$ cat src/rtl/tdc_pkg.sv
`default_nettype none
// ============================================================================
// Module      : tdc_pkg
// Description : Shared types and helpers for the TDC front end and framer.
//               state_t    - framer state machine encoding
//               STATUS_OVF_BIT - bit position of the overflow flag in the
//                            status byte
//               frame_len  - total frame length in bytes for a given
//                            counter width (header + status + result + csum)
// Revision    : 1.0 - initial release
// ============================================================================
package tdc_pkg;

    typedef enum logic [1:0] {
        IDLE    = 2'd0,
        MEASURE = 2'd1,
        SEND    = 2'd2
    } state_t;

    localparam int STATUS_OVF_BIT = 0;

    function automatic int frame_len(input int count_w);
        return count_w / 8 + 3;
    endfunction

endpackage
`default_nettype wire

$ cat src/rtl/tdc_frame_source_sync_edge.sv
`default_nettype none
// ============================================================================
// Module      : sync_edge
// Description : Multi-flop synchroniser for an asynchronous pin followed by a
//               registered rising-edge detector. All flops reset to 1 so a
//               pin that is already high when reset releases never produces
//               an edge. Pin-to-pulse latency is STAGES + 1 cycles.
// Ports       : clk  - clock
//               rst  - asynchronous active-high reset
//               din  - asynchronous input pin
//               rise - one-cycle pulse per synchronised rising edge
// Revision    : 1.0 - initial release
// ============================================================================
module sync_edge #(
    parameter int STAGES = 2
) (
    input  logic clk,
    input  logic rst,
    input  logic din,
    output logic rise
);

    logic [STAGES-1:0] r_sync;
    logic              r_prev;
    logic              r_rise;

    always_ff @(posedge clk or posedge rst) begin
        if (rst) begin
            r_sync <= '1;
            r_prev <= 1'b1;
            r_rise <= 1'b0;
        end else begin
            r_sync <= {r_sync[STAGES-2:0], din};
            r_prev <= r_sync[STAGES-1];
            r_rise <= r_sync[STAGES-1] & ~r_prev;
        end
    end

    assign rise = r_rise;

endmodule
`default_nettype wire

$ cat src/rtl/tdc_frame_source.sv
`default_nettype none
// ============================================================================
// Module      : tdc_frame_source
// Description : Coarse TDC: counts clk cycles between a start rising edge and
//               the next stop rising edge, then emits
//               HEADER, status, result (MSB first), checksum
//               over a valid/ready byte interface. Checksum is the XOR of the
//               status and result bytes.
// Ports       : clk       - clock
//               rst       - asynchronous active-high reset
//               start     - asynchronous start pin (rising edge)
//               stop      - asynchronous stop pin (rising edge)
//               axi_data  - frame byte (registered)
//               axi_valid - axi_data valid (registered)
//               axi_ready - sink accepts byte
//               busy      - high while measuring or sending
// Revision    : 1.0 - initial release
// ============================================================================
module tdc_frame_source
    import tdc_pkg::*;
#(
    parameter int         COUNT_W     = 24,
    parameter int         SYNC_STAGES = 2,
    parameter logic [7:0] HEADER      = 8'hA5
) (
    input  logic       clk,
    input  logic       rst,
    input  logic       start,
    input  logic       stop,
    output logic [7:0] axi_data,
    output logic       axi_valid,
    input  logic       axi_ready,
    output logic       busy
);

    localparam int c_FRAME_LEN = frame_len(COUNT_W);
    localparam int c_RES_BYTES = COUNT_W / 8;
    localparam int c_IDX_W     = $clog2(c_FRAME_LEN);

    state_t               r_state;
    state_t               w_state_nxt;
    logic [COUNT_W-1:0]   r_cnt;
    logic                 r_ovf;
    logic [COUNT_W-1:0]   r_result;
    logic                 r_res_ovf;
    logic [c_IDX_W-1:0]   r_idx;
    logic                 r_axi_valid;
    logic [7:0]           r_axi_data;

    logic                 w_start_edge;
    logic                 w_stop_edge;
    logic [COUNT_W-1:0]   w_nxt;
    logic                 w_ovf_nxt;
    logic                 w_hs;
    logic                 w_last;
    logic [c_IDX_W-1:0]   w_idx_inc;
    logic [7:0]           w_status;
    logic [7:0]           w_chk;
    logic [7:0]           w_next_byte;
    logic                 w_valid_nxt;
    logic [7:0]           w_data_nxt;

    sync_edge #(.STAGES(SYNC_STAGES)) u_start_sync (
        .clk  (clk),
        .rst  (rst),
        .din  (start),
        .rise (w_start_edge)
    );

    sync_edge #(.STAGES(SYNC_STAGES)) u_stop_sync (
        .clk  (clk),
        .rst  (rst),
        .din  (stop),
        .rise (w_stop_edge)
    );

    // Saturating increment; overflow is sticky once the counter has been
    // all-ones for a cycle.
    assign w_nxt     = (&r_cnt) ? r_cnt : r_cnt + 1'b1;
    assign w_ovf_nxt = r_ovf | (&r_cnt);

    assign w_hs      = r_axi_valid & axi_ready;
    assign w_last    = (r_idx == c_IDX_W'(c_FRAME_LEN - 1));
    assign w_idx_inc = r_idx + 1'b1;

    // Byte that follows the one currently presented. The header is never a
    // "next" byte because it is loaded directly on entry to SEND.
    always_comb begin
        w_status                 = '0;
        w_status[STATUS_OVF_BIT] = r_res_ovf;
        w_chk                    = w_status;
        for (int b = 0; b < c_RES_BYTES; b++) begin
            w_chk = w_chk ^ r_result[8*b +: 8];
        end
        w_next_byte = '0;
        if (w_idx_inc == c_IDX_W'(1)) begin
            w_next_byte = w_status;
        end else if (w_idx_inc == c_IDX_W'(c_FRAME_LEN - 1)) begin
            w_next_byte = w_chk;
        end else begin
            for (int b = 0; b < c_RES_BYTES; b++) begin
                if (w_idx_inc == c_IDX_W'(2 + b)) begin
                    w_next_byte = r_result[COUNT_W-1-8*b -: 8];
                end
            end
        end
    end

    // State register
    always_ff @(posedge clk or posedge rst) begin
        if (rst) begin
            r_state <= IDLE;
        end else begin
            r_state <= w_state_nxt;
        end
    end

    // Next-state logic
    always_comb begin
        w_state_nxt = r_state;
        case (r_state)
            IDLE:    if (w_start_edge)    w_state_nxt = MEASURE;
            MEASURE: if (w_stop_edge)     w_state_nxt = SEND;
            SEND:    if (w_hs && w_last)  w_state_nxt = IDLE;
            default:                      w_state_nxt = IDLE;
        endcase
    end

    // Output logic: next values for the registered byte interface
    always_comb begin
        w_valid_nxt = 1'b0;
        w_data_nxt  = '0;
        case (r_state)
            MEASURE: begin
                if (w_stop_edge) begin
                    w_valid_nxt = 1'b1;
                    w_data_nxt  = HEADER;
                end
            end
            SEND: begin
                w_valid_nxt = r_axi_valid;
                w_data_nxt  = r_axi_data;
                if (w_hs) begin
                    w_valid_nxt = !w_last;
                    w_data_nxt  = w_last ? 8'h00 : w_next_byte;
                end
            end
            default: begin
                w_valid_nxt = 1'b0;
                w_data_nxt  = '0;
            end
        endcase
    end

    // Measurement and frame datapath
    always_ff @(posedge clk or posedge rst) begin
        if (rst) begin
            r_cnt       <= '0;
            r_ovf       <= 1'b0;
            r_result    <= '0;
            r_res_ovf   <= 1'b0;
            r_idx       <= '0;
            r_axi_valid <= 1'b0;
            r_axi_data  <= '0;
        end else begin
            r_axi_valid <= w_valid_nxt;
            r_axi_data  <= w_data_nxt;
            case (r_state)
                IDLE: begin
                    if (w_start_edge) begin
                        r_cnt <= '0;
                        r_ovf <= 1'b0;
                    end
                end
                MEASURE: begin
                    if (w_stop_edge) begin
                        r_result  <= w_nxt;
                        r_res_ovf <= w_ovf_nxt;
                        r_idx     <= '0;
                    end else begin
                        r_cnt <= w_nxt;
                        r_ovf <= w_ovf_nxt;
                    end
                end
                SEND: begin
                    if (w_hs && !w_last) begin
                        r_idx <= w_idx_inc;
                    end
                end
                default: ;
            endcase
        end
    end

    assign axi_valid = r_axi_valid;
    assign axi_data  = r_axi_data;
    assign busy      = (r_state != IDLE);

endmodule
`default_nettype wire
$ cat config.mk
export PLATFORM = sky130hd
export DESIGN_NAME = tdc_frame_source
export DESIGN_NICKNAME = d
export VERILOG_FILES = /design/src/rtl/tdc_pkg.sv /design/src/rtl/tdc_frame_source_sync_edge.sv /design/src/rtl/tdc_frame_source.sv
export SDC_FILE = /design/constraint.sdc
export NUM_CORES = 1
export LEC_CHECK = 0
export ABC_AREA = 1
export ABC_CLOCK_PERIOD_IN_PS = 3500
export CORE_ASPECT_RATIO = 0.5
export CORE_MARGIN = 2
export CORE_UTILIZATION = 45
export CTS_BUF_LIST = sky130_fd_sc_hd__clkbuf_4 sky130_fd_sc_hd__clkbuf_8
export CTS_CLUSTER_SIZE = 25
export DETAILED_ROUTE_END_ITERATION = 6
export GPL_TIMING_DRIVEN = 0
export SLEW_MARGIN = 25
export SYNTH_ARGS = -nofsm -noshare
export SYNTH_HDL_FRONTEND = slang
export SYNTH_HIERARCHICAL = 1
export SYNTH_SLANG_ARGS = --single-unit
export TNS_END_PERCENT = 20
$ cat constraint.sdc
create_clock -name clk -period 3.5 [get_ports clk]
set_input_delay 0.525 -clock clk [delete_from_list [all_inputs] [get_ports clk]]
set_output_delay 0.525 -clock clk [all_outputs]
set_load 0.01 [all_outputs]
==> Word-level counts from Yosys, hierarchy flattened <==
Index checks and enable logic that the tools add are counted.
{ "classes": {"add_sub_neg": 2, "multipliers": 0, "div_mod_pow": 0, "order_cmp": 0, "eq_ne": 14, "n_shift": 0, "n_mux": 26, "n_bitwise": 9, "n_reduce_logical": 12} }
{ "op_table": {"columns": ["cell", "n"], "rows": [
  ["two-way mux 24 bit", 3],
  ["two-way mux 8 bit", 8],
  ["one-hot mux 24 bit (2 select lines)", 1],
  ["adder 24 x 1 -> 24 bit, second input constant", 1],
  ["AND reduction 24 bit", 1],
  ["one-hot mux 8 bit (2 select lines)", 1],
  ["XOR 8 bit", 2],
  ["== test 3 bit, second input constant", 3],
  ["AND reduction 3 bit", 3],
  ["inequality test 2 bit, second input constant", 4],
  ["XOR 1 x 8 -> 8 bit", 1],
  ["== test 3 x 2 -> 1 bit, second input constant", 2],
  ["two-way mux 2 bit", 3],
  ["two-way mux 3 bit", 2],
  ["one-hot mux 2 bit (3 select lines)", 1],
  ["one-hot mux 3 bit (2 select lines)", 1],
  ["nonzero test 2 bit", 3],
  ["two-way mux 1 bit", 4],
  ["inequality test 2 x 1 -> 1 bit, second input constant", 2],
  ["one-hot mux 1 bit (2 select lines)", 2],
  ["adder 3 x 1 -> 3 bit, second input constant", 1],
  ["AND 1 bit", 3],
  ["== test 3 x 1 -> 1 bit, second input constant", 1],
  ["== test 2 x 1 -> 1 bit, second input constant", 1],
  ["7 further kinds", 9]
]} }
{ "totals": {"regBits": 72, "latch_bits": 0, "ramBits": 0, "mem_bits_ro": 0, "in_bits": 5, "out_inout_bits": 10, "elab_cells": 77, "mem_count": 0} }

==> Depth between registers and ports, before layout <==
Gate-level depths: netlist (run 1).
{ "depth": {"depth_word": 10, "depth_mapped": 13, "ltp_nobuf": 12} }

==> Hierarchy <==
Netlist (run 1), hierarchy kept.
{ "by_module_without_submodules": {"columns": ["module", "instances", "cells_each", "area_each_um2", "seq_area_each_um2"], "rows": [
  ["tdc_frame_source", 1, 598, 4037.6, 1601.5],
  ["sync_edge", 2, 7, 117.6, 103.8]
]} }

==> Worst setup path before layout (run 1) <==
No wires, ideal clock.
{ "synth_path": {"kind": "reg2reg", "start": "register r_state[1]", "end": "register r_cnt[1]", "setup_ns": 0.122, "t_arrival_ns": 1.497, "required_time_ns": 3.378, "slack_ns": 1.881, "path_stages_with_launch": 10, "n_path_buf": 1, "period_less_slack_ns": 1.619, "path_cell_list": "dfrtp_1 inv_1 ha_1 nand2_1 inv_1 nor3_2 inv_1 buf_2 nand2_1 o21ai_1"} }
{ "synth_between": {"elab_chain_len": 3, "elab_cells_between_ends": 7, "cone_classes": "eq/ne (3); mux (1); reduce/logical (3)"} }
{ "synth_rtl": {"columns": ["item", "line_no", "source"], "rows": [
  ["start: declaration", "tdc_frame_source.sv:40", "state_t r_state;"],
  ["start signal: assignment", "tdc_frame_source.sv:114", "r_state <= w_state_nxt;"],
  ["== test 2 x 1 -> 1 bit or logical NOT 2 bit (tied branches)", "tdc_frame_source.sv:168", "case (r_state)"],
  ["inequality test 2 bit (no line) (tied with other cells)", null, null],
  ["AND reduction 3 bit (no line)", null, null],
  ["end signal: assignment", "tdc_frame_source.sv:181", "r_cnt <= w_nxt;"],
  ["end: declaration", "tdc_frame_source.sv:42", "logic [COUNT_W-1:0] r_cnt;"]
]} }
Parallel ways exist; a longest one is shown, timed or not.
A chain may end at the register's enable or synchronous reset.

==> Worst setup path after layout (run 1) <==
{ "layout_path": {"start": "register r_state[1]", "end": "register r_cnt[5]"} }
The elaborated chain is that of the path after synthesis.

==> report_table.html, run 1 <==
<table>
<tr><th>Metric</th><th>Value</th></tr>
<tr><th colspan="2">Floorplan</th></tr>
<tr><td>DIE WIDTH</td><td>142 microns</td></tr>
<tr><td>Initial cell density of the core</td><td>45.8%</td></tr>
<tr><td>Vertical extent of the die</td><td>72.9 microns</td></tr>
<tr><td>I/O pin total</td><td>15</td></tr>
<tr><td>CORE AREA</td><td>9320 sq um</td></tr>
<tr><td>Core Rows</td><td>25</td></tr>
<tr><td>Area of the die</td><td>10300 sq um</td></tr>
<tr><th colspan="2">Finish</th></tr>
<tr><td>Synth-to-Final Area Change</td><td>12.4%</td></tr>
<tr><td>Layout net count</td><td>653</td></tr>
<tr><td>Post-layout utilization of the core</td><td>51.5%</td></tr>
<tr><td>Layout cells sized above 1</td><td>8.09%</td></tr>
<tr><td>Number of diodes</td><td>0</td></tr>
<tr><th colspan="2">Setup path</th></tr>
<tr><td>R2r startpoint</td><td>r_state[1]</td></tr>
<tr><td>Required time at the worst-slack endpoint</td><td>3.74 ns</td></tr>
<tr><td>Internal reg-to-reg setup slack</td><td>1.23 ns</td></tr>
<tr><td>Worst R2R Path Depth</td><td>9</td></tr>
<tr><td>Worst endpoint data arrival time</td><td>2.51 ns</td></tr>
<tr><td>CP Class</td><td>register to register</td></tr>
<tr><td>Capturing element type of the critical path</td><td>register</td></tr>
<tr><td>Nature of the critical path startpoint</td><td>register</td></tr>
<tr><td>Worst reg2reg endpoint</td><td>r_cnt[5]</td></tr>
<tr><td>Largest fanout on the critical path</td><td>10</td></tr>
<tr><th colspan="2">Route</th></tr>
<tr><td>Number of nets with antenna violations after detailed routing</td><td>0</td></tr>
<tr><td>Final routed wire length divided by cell count</td><td>13.7 microns</td></tr>
<tr><td>Number of optimization iterations in the first detailed-route pass</td><td>5</td></tr>
<tr><td>Drt first-iter violations</td><td>231</td></tr>
<tr><td>DRC violations left</td><td>0</td></tr>
<tr><td>Final Routed Wirelength</td><td>10500 microns</td></tr>
<tr><td>Detail-routed via count per cell</td><td>4.96</td></tr>
<tr><td>Count of vias placed by the detailed router</td><td>3789</td></tr>
<tr><th colspan="2">STA</th></tr>
<tr><td>Time the final worst path needs with I/O delays and setup</td><td>2.27 ns</td></tr>
<tr><td>Max-Slew Margin vs Limit</td><td>64.4%</td></tr>
<tr><td>Final Slew Violations</td><td>0</td></tr>
<tr><td>Least-Margin Pin Slew</td><td>0.530 ns</td></tr>
<tr><td>RSZ-0062 raised after global routing</td><td>no</td></tr>
<tr><td>Total negative slack for setup checks</td><td>0 ns</td></tr>
<tr><td>Max Fclk</td><td>0.440 GHz</td></tr>
<tr><td>Final worst clock skew</td><td>0.00995 ns</td></tr>
<tr><td>Post-route clock period utilization</td><td>64.9%</td></tr>
<tr><td>Final-report setup violation count</td><td>0</td></tr>
<tr><td>Final hold viol count</td><td>0</td></tr>
<tr><th colspan="2">Power and ir drop</th></tr>
<tr><td>Power dissipated by switching net loads</td><td>0.000901 W</td></tr>
<tr><td>Leakage power of the design</td><td>2.54 nW</td></tr>
<tr><td>Relative contribution of the clock network to total power</td><td>28.6%</td></tr>
<tr><td>Combinational cell fraction of total power</td><td>30.7%</td></tr>
<tr><td>Switching part of the total</td><td>37.1%</td></tr>
<tr><td>Power density over cell area</td><td>506 nW/um^2</td></tr>
<tr><td>Sequential power share</td><td>40.6%</td></tr>
<tr><td>Worst supply voltage drop on vdd</td><td>0.187 mV</td></tr>
<tr><td>Internal</td><td>0.00153 W</td></tr>
<tr><th colspan="2">GRT</th></tr>
<tr><td>Met3 usage in global routing</td><td>5.25%</td></tr>
<tr><td>Global Route met1 Usage</td><td>32.0%</td></tr>
<tr><td>Number of global-route vias before repair</td><td>3473</td></tr>
<tr><td>Wire length of the first global-routing pass</td><td>17700 microns</td></tr>
<tr><td>Met2 track demand over resource in global routing</td><td>34.8%</td></tr>
<tr><td>GRT overflow</td><td>0</td></tr>
<tr><td>Overall routing resource usage</td><td>22.4%</td></tr>
<tr><td>Number of antenna violations at the first check in global routing</td><td>0</td></tr>
<tr><td>Top Usage Layer GRT</td><td>met2</td></tr>
<tr><td>Largest net degree at the start of global routing</td><td>50</td></tr>
<tr><th colspan="2">CTS</th></tr>
<tr><td>Post-CTS setup buffer count</td><td>0</td></tr>
<tr><td>Worst-case clock buffer depth</td><td>2</td></tr>
<tr><td>Clk_lat worst skew</td><td>0.36 ns</td></tr>
<tr><td>TritonCTS sink count</td><td>72</td></tr>
<tr><td>Clk pin slew, worst setup/hold paths</td><td>0.07 ns</td></tr>
<tr><td>Buffer type at the clock tree root</td><td>clkbuf_8</td></tr>
<tr><td>CTS tree</td><td>built</td></tr>
<tr><td>Max H-tree Level</td><td>3</td></tr>
<tr><td>Count of cells resized by post-cts repair</td><td>0</td></tr>
<tr><td>Number of buffers added by the clock tree synthesis step</td><td>9</td></tr>
<tr><td>Number of buffers inserted by hold repair at cts</td><td>0</td></tr>
<tr><th colspan="2">Yosys</th></tr>
<tr><td>Primary FF master, synth</td><td>dfrtp_1</td></tr>
<tr><td>Most area-hungry cell type in the Yosys netlist</td><td>dfrtp_1</td></tr>
<tr><td>Portion of synthesized cell area occupied by the leading cell type</td><td>38.7%</td></tr>
<tr><td>Number of enable flip-flop cells after synthesis</td><td>0</td></tr>
<tr><td>Dominant cells by area after synthesis</td><td>dfrtp_1 (39%), nand2_1 (25%), inv_1 (6.1%), nor2_1 (4.0%), nand3_1 (3.9%)</td></tr>
<tr><td>Synth Register Bits</td><td>72</td></tr>
<tr><td>Async S/R FF share, synth</td><td>100%</td></tr>
<tr><td>Count of yosys warnings during synthesis</td><td>6</td></tr>
<tr><td>Most repeated cell in the gate-level netlist after synthesis</td><td>nand2_1</td></tr>
<tr><td>Distinct cell type count of the synthesized netlist</td><td>32</td></tr>
<tr><td>Number of nets produced by synthesis</td><td>627</td></tr>
<tr><td>Commonest cells in the synthesized netlist</td><td>nand2_1 (280), inv_1 (69), dfrtp_1 (66), nor2_1 (45), nand3_1 (33)</td></tr>
<tr><td>Post-Synthesis Mean Instance Area</td><td>6.98 sq um</td></tr>
<tr><td>Number of standard cells after synthesis</td><td>612</td></tr>
<tr><td>Combined area of all synthesized cells</td><td>4270 sq um</td></tr>
<tr><td>Post-synthesis sequential area ratio</td><td>42.3%</td></tr>
<tr><th colspan="2">Hold path</th></tr>
<tr><td>Cell depth of the worst min-delay path</td><td>0</td></tr>
<tr><td>Worst hold path endpoint</td><td>u_start_sync/r_sync[1]</td></tr>
<tr><td>Worst hold path startpoint</td><td>u_start_sync/r_sync[0]</td></tr>
<tr><td>Worst hold path type</td><td>register to register</td></tr>
<tr><th colspan="2">Outcome</th></tr>
<tr><td>Outcome</td><td>completed</td></tr>
<tr><th colspan="2">Placement</th></tr>
<tr><td>HPWL after detailed placement</td><td>7910 microns</td></tr>
<tr><td>Input/output buffers</td><td>14</td></tr>
<tr><td>Placer Congestion</td><td>0.871</td></tr>
<tr><th colspan="2">Job</th></tr>
<tr><td>Reported max-cap violation count</td><td>0</td></tr>
</table>
[cell families after synthesis]
group	Yosys count	synth area share, %
compound gates	48	6.47
buf+inv	83	7.85
simple gates	379	36.3
xor+xnor	20	4.10
fa+ha+maj	10	2.93
flops	72	42.3
[metrics by stage]
| stage | hold WS (ns) | setup WS, ns | area, sq um | instances | total power, W |
|---|---|---|---|---|---|
| finish | 0.358 | 1.23 | 4800 | 764 | 0.00243 |
| global route | 0.361 | 1.00 | 4800 | 764 | 0.00261 |
| CTS | 0.358 | 1.23 | 4800 | 764 | 0.00245 |
| detailed placement | 0.349 | 1.25 | 4590 | 748 | 0.00175 |
| global placement | 0.345 | 0.0530 | 4560 | 747 | 0.00174 |
| floorplan | 0.289 | 1.38 | 4270 | 612 | 0.00150 |
[power groups by stage]
stage          clock [W]  sequential (W)  combinational [W]
4_1_cts         0.000718        0.000985           0.000748
5_1_grt         0.000753        0.000998           0.000858
6_report        0.000695        0.000987           0.000747
3_3_place_gp           0        0.000997           0.000740
2_1_floorplan          0        0.000985           0.000516
3_5_place_dp           0         0.00100           0.000745
[how the worst max path moves through the flow]
stage                  endpoint  slack [ns]        from  depth (start not counted)
finish                 r_cnt[5]        1.23  r_state[1]                          9
global route          r_cnt[18]        1.00  r_state[1]                          9
CTS                   r_cnt[21]        1.23  r_state[1]                          9
detailed placement     r_cnt[6]        1.25  r_state[1]                          9
global placement      r_cnt[20]        0.05         rst                          2
floorplan           axi_data[0]        1.38         rst                          1
[cell type report]
cell class              count  area, sq um
fillers                   931         4520
multi-input cells         457         2130
flip-flops and latches     72         1810
inverters                  70          265
repair buffers             15          168
clock buffers              13          166
well taps                 121          151
plain buffers              13         72.6
clock inverters             3         40.0
[registers in the layout (all words and copies together) (netlist names), 2 cells and up]
register,count
u_stop_sync/r_sync,2
r_state,2
axi_data,8
u_start_sync/r_sync,2
r_cnt,24
r_idx,3
r_result,24
[critical path: stages (launching register included)]
cell and delay (ns):
dfrtp_1 0.36, inv_1 0.09, ha_1 0.25, nand2_1 0.29
inv_1 0.17, nor3_2 0.48, inv_1 0.15, buf_2 0.23
nand2_1 0.08, o21ai_1 0.06
[cells in the final DEF, fill, tap and decap left out, types with 11 or more instances in the layout]
cell type / Yosys / final
clkbuf_8: 0 / 11
clkdlybuf4s50_1: 0 / 14
xor2_1: 12 / 12
nand3_1: 33 / 33
dfrtp_1: 66 / 66
inv_1: 69 / 68
nand2_1: 280 / 280
nor2_1: 45 / 45
o21ai_0: 17 / 17
a21oi_1: 11 / 11
[routing by layer]
metal	up-vias	routed length, microns	part of all wire, %
met5	-	0	0
met4	0	85	0.81
met3	7	463	4.4
met2	73	4480	43
met1	1774	5440	52
li1	1935	-	-
Note: power is estimated with default switching activity, not from simulation.
==> run 2: changes to the inputs <==
--- a/config.mk
+++ b/config.mk
@@ -6,7 +6,7 @@
 export NUM_CORES = 1
 export LEC_CHECK = 0
 export ABC_AREA = 1
-export ABC_CLOCK_PERIOD_IN_PS = 3500
+export ABC_CLOCK_PERIOD_IN_PS = 1800
 export CORE_ASPECT_RATIO = 0.5
 export CORE_MARGIN = 2
 export CORE_UTILIZATION = 45
==> constraint.sdc (replaced) <==
create_clock -name clk -period 1.8 [get_ports clk]
set_input_delay 0.27 -clock clk [delete_from_list [all_inputs] [get_ports clk]]
set_output_delay 0.27 -clock clk [all_outputs]
set_load 0.01 [all_outputs]
==> report_table.html, run 2 (same netlist as run 1, synthesis figures left out) <==
<table>
<tr><th>Metric</th><th>Value</th></tr>
<tr><th colspan="2">STA</th></tr>
<tr><td>RSZ-0062 raised after global routing</td><td>yes (was no)</td></tr>
<tr><td>Max Fclk</td><td>0.581 GHz (was 0.440 GHz)</td></tr>
<tr><td>Final Hold Slack</td><td>0.192 ns (was 0.358 ns)</td></tr>
<tr><td>Total negative slack for setup checks</td><td>0 ns (unchanged)</td></tr>
<tr><td>Time the final worst path needs with I/O delays and setup</td><td>1.72 ns (was 2.27 ns)</td></tr>
<tr><td>Final hold viol count</td><td>0 (unchanged)</td></tr>
<tr><td>Least-Margin Pin Slew</td><td>0.389 ns (was 0.530 ns)</td></tr>
<tr><td>Post-route clock period utilization</td><td>95.6% (was 64.9%)</td></tr>
<tr><td>Final Slew Violations</td><td>0 (unchanged)</td></tr>
<tr><td>Fin worst setup slack</td><td>0.0796 ns (was 1.23 ns)</td></tr>
<tr><td>Final-report setup violation count</td><td>0 (unchanged)</td></tr>
<tr><td>Final worst clock skew</td><td>0.00798 ns (was 0.00995 ns)</td></tr>
<tr><td>Max-Slew Margin vs Limit</td><td>73.9% (was 64.4%)</td></tr>
<tr><th colspan="2">Placement</th></tr>
<tr><td>HPWL after detailed placement</td><td>8010 microns (was 7910 microns)</td></tr>
<tr><td>Placer Congestion</td><td>0.874 (was 0.871)</td></tr>
<tr><td>Post-placement cell area</td><td>4610 sq um (was 4590 sq um)</td></tr>
<tr><td>Worst slack, placed</td><td>-0.432 ns (was 1.25 ns)</td></tr>
<tr><td>Input/output buffers</td><td>14 (unchanged)</td></tr>
<tr><th colspan="2">Floorplan</th></tr>
<tr><td>DIE WIDTH</td><td>142 microns (unchanged)</td></tr>
<tr><td>Core Rows</td><td>25 (unchanged)</td></tr>
<tr><td>Vertical extent of the die</td><td>72.9 microns (unchanged)</td></tr>
<tr><td>I/O pin total</td><td>15 (unchanged)</td></tr>
<tr><td>Area of the die</td><td>10300 sq um (unchanged)</td></tr>
<tr><td>Initial cell density of the core</td><td>45.8% (unchanged)</td></tr>
<tr><td>CORE AREA</td><td>9320 sq um (unchanged)</td></tr>
<tr><th colspan="2">GRT</th></tr>
<tr><td>Wire length of the first global-routing pass</td><td>17900 microns (was 17700 microns)</td></tr>
<tr><td>Number of antenna violations at the first check in global routing</td><td>0 (unchanged)</td></tr>
<tr><td>GRT overflow</td><td>0 (unchanged)</td></tr>
<tr><td>Number of global-route vias before repair</td><td>3664 (was 3473)</td></tr>
<tr><td>Overall routing resource usage</td><td>22.7% (was 22.4%)</td></tr>
<tr><td>Largest net degree at the start of global routing</td><td>31 (was 50)</td></tr>
<tr><th colspan="2">CTS</th></tr>
<tr><td>Buffer type at the clock tree root</td><td>clkbuf_8 (unchanged)</td></tr>
<tr><td>Worst-case clock buffer depth</td><td>2 (unchanged)</td></tr>
<tr><td>TritonCTS sink count</td><td>72 (unchanged)</td></tr>
<tr><td>Clk_lat worst skew</td><td>0.36 ns (about the same)</td></tr>
<tr><td>Max H-tree Level</td><td>3 (unchanged)</td></tr>
<tr><td>CTS tree</td><td>built (unchanged)</td></tr>
<tr><td>Clk pin slew, worst setup/hold paths</td><td>0.08 ns (was 0.07 ns)</td></tr>
<tr><td>Number of buffers added by the clock tree synthesis step</td><td>9 (unchanged)</td></tr>
<tr><th colspan="2">Setup path</th></tr>
<tr><td>Worst endpoint data arrival time</td><td>2.00 ns (was 2.51 ns)</td></tr>
<tr><td>Largest fanout on the critical path</td><td>10 (unchanged)</td></tr>
<tr><td>CP Class</td><td>register to register (unchanged)</td></tr>
<tr><td>Required time at the worst-slack endpoint</td><td>2.08 ns (was 3.74 ns)</td></tr>
<tr><td>Capturing element type of the critical path</td><td>register (unchanged)</td></tr>
<tr><td>Nature of the critical path startpoint</td><td>register (unchanged)</td></tr>
<tr><th colspan="2">Finish</th></tr>
<tr><td>Layout cells sized above 1</td><td>12.6% (was 8.09%)</td></tr>
<tr><td>Design Area, Final</td><td>4950 sq um (was 4800 sq um)</td></tr>
<tr><td>Most used cells in the layout excluding fill and tap cells</td><td>nand2_1 (270), inv_1 (66), dfrtp_1 (64), nor2_1 (43), nand3_1 (33) (was nand2_1 (280), inv_1 (68), dfrtp_1 (66), nor2_1 (45), nand3_1 (33))</td></tr>
<tr><td>Synth-to-Final Area Change</td><td>15.8% (was 12.4%)</td></tr>
<tr><td>Number of diodes</td><td>0 (unchanged)</td></tr>
<tr><td>Layout net count</td><td>660 (was 653)</td></tr>
<tr><td>Most common cell after layout, fill and taps aside</td><td>nand2_1 (unchanged)</td></tr>
<tr><th colspan="2">Power and ir drop</th></tr>
<tr><td>Power density over cell area</td><td>984 nW/um^2 (was 506 nW/um^2)</td></tr>
<tr><td>Worst supply voltage drop on vdd</td><td>0.340 mV (was 0.187 mV)</td></tr>
<tr><td>Leakage power of the design</td><td>2.58 nW (was 2.54 nW)</td></tr>
<tr><th colspan="2">Route</th></tr>
<tr><td>Number of nets with antenna violations after detailed routing</td><td>0 (unchanged)</td></tr>
<tr><td>DRC violations left</td><td>0 (unchanged)</td></tr>
<tr><td>Count of vias placed by the detailed router</td><td>3763 (was 3789)</td></tr>
<tr><td>Final Routed Wirelength</td><td>10700 microns (was 10500 microns)</td></tr>
<tr><td>Final routed wire length divided by cell count</td><td>13.8 microns (was 13.7 microns)</td></tr>
<tr><td>Detail-routed via count per cell</td><td>4.88 (was 4.96)</td></tr>
<tr><td>Number of optimization iterations in the first detailed-route pass</td><td>4 (was 5)</td></tr>
<tr><td>Drt first-iter violations</td><td>190 (was 231)</td></tr>
<tr><th colspan="2">Job</th></tr>
<tr><td>Reported max-cap violation count</td><td>0 (unchanged)</td></tr>
<tr><th colspan="2">Hold path</th></tr>
<tr><td>Worst hold path type</td><td>primary input to async pin (was register to register)</td></tr>
<tr><th colspan="2">Outcome</th></tr>
<tr><td>Outcome</td><td>completed (unchanged)</td></tr>
</table>
run 2: stage by stage:
stage               power [W]  util (%)  cells
finish                0.00487      53.1    771
global route          0.00521      53.1    771
CTS                   0.00480      52.1    767
detailed placement    0.00340      49.4    749
global placement      0.00338      49.0    747
floorplan             0.00292         -    612
run 2: what timing repair did:
action,in CTS,in global routing
endpoints found under the setup margin,61,56
resized for setup,14,28
hold endpoints to repair,0,0
hold buffers,0,0
setup buffers,2,4
pin swaps,1,3
run 2: layout make-up:
| cell class | count | area (sq um) |
|---|---|---|
| plain buffers | 13 | 96.3 |
| multi-input cells | 457 | 2210 |
| well taps | 121 | 151 |
| clock buffers | 12 | 146 |
| fillers | 925 | 4370 |
| flip-flops and latches | 72 | 1810 |
| clock inverters | 4 | 45.0 |
| inverters | 70 | 267 |
| repair buffers | 22 | 224 |
run 2: final timing paths:
check,start,endpoint,slack (ns),cells past startpoint
setup / recovery,r_state[1],r_cnt[3],0.08,9
hold / removal,rst,u_stop_sync/rise,0.19,2
setup reg to reg,r_state[1],r_cnt[3],0.08,9
hold reg to reg,u_start_sync/r_sync[0],u_start_sync/r_sync[1],0.36,0
max in group asynchronous,rst,r_cnt[9],1.09,3
min in group clk,start,u_start_sync/r_sync[0],0.31,1
run 2: report_power, final:
part | leakage, nW | switching (W) | internal [W]
clock network | 0.104 | 0.000610 | 0.000680
registers | 0.968 | 0.000141 | 0.00177
logic | 1.51 | 0.00109 | 0.000577
total | 2.58 | 0.00184 | 0.00303
run 2: layer usage:
layer	up-vias	wire, microns	global-route usage (%)
met3	14	386	4.92
li1	1948	-	-
met2	62	4590	35.4
met4	0	174	9.33
met1	1739	5510	31.0
met5	-	0	0
run 2: worst max-delay path, stage by stage (launching register included):
cell and delay [ns]:
dfrtp_1 0.38, inv_1 0.12, ha_2 0.27, inv_1 0.05, nor2_1 0.08, inv_1 0.06, nor2_2 0.24, buf_4 0.26
nand2_1 0.07, o21ai_0 0.09
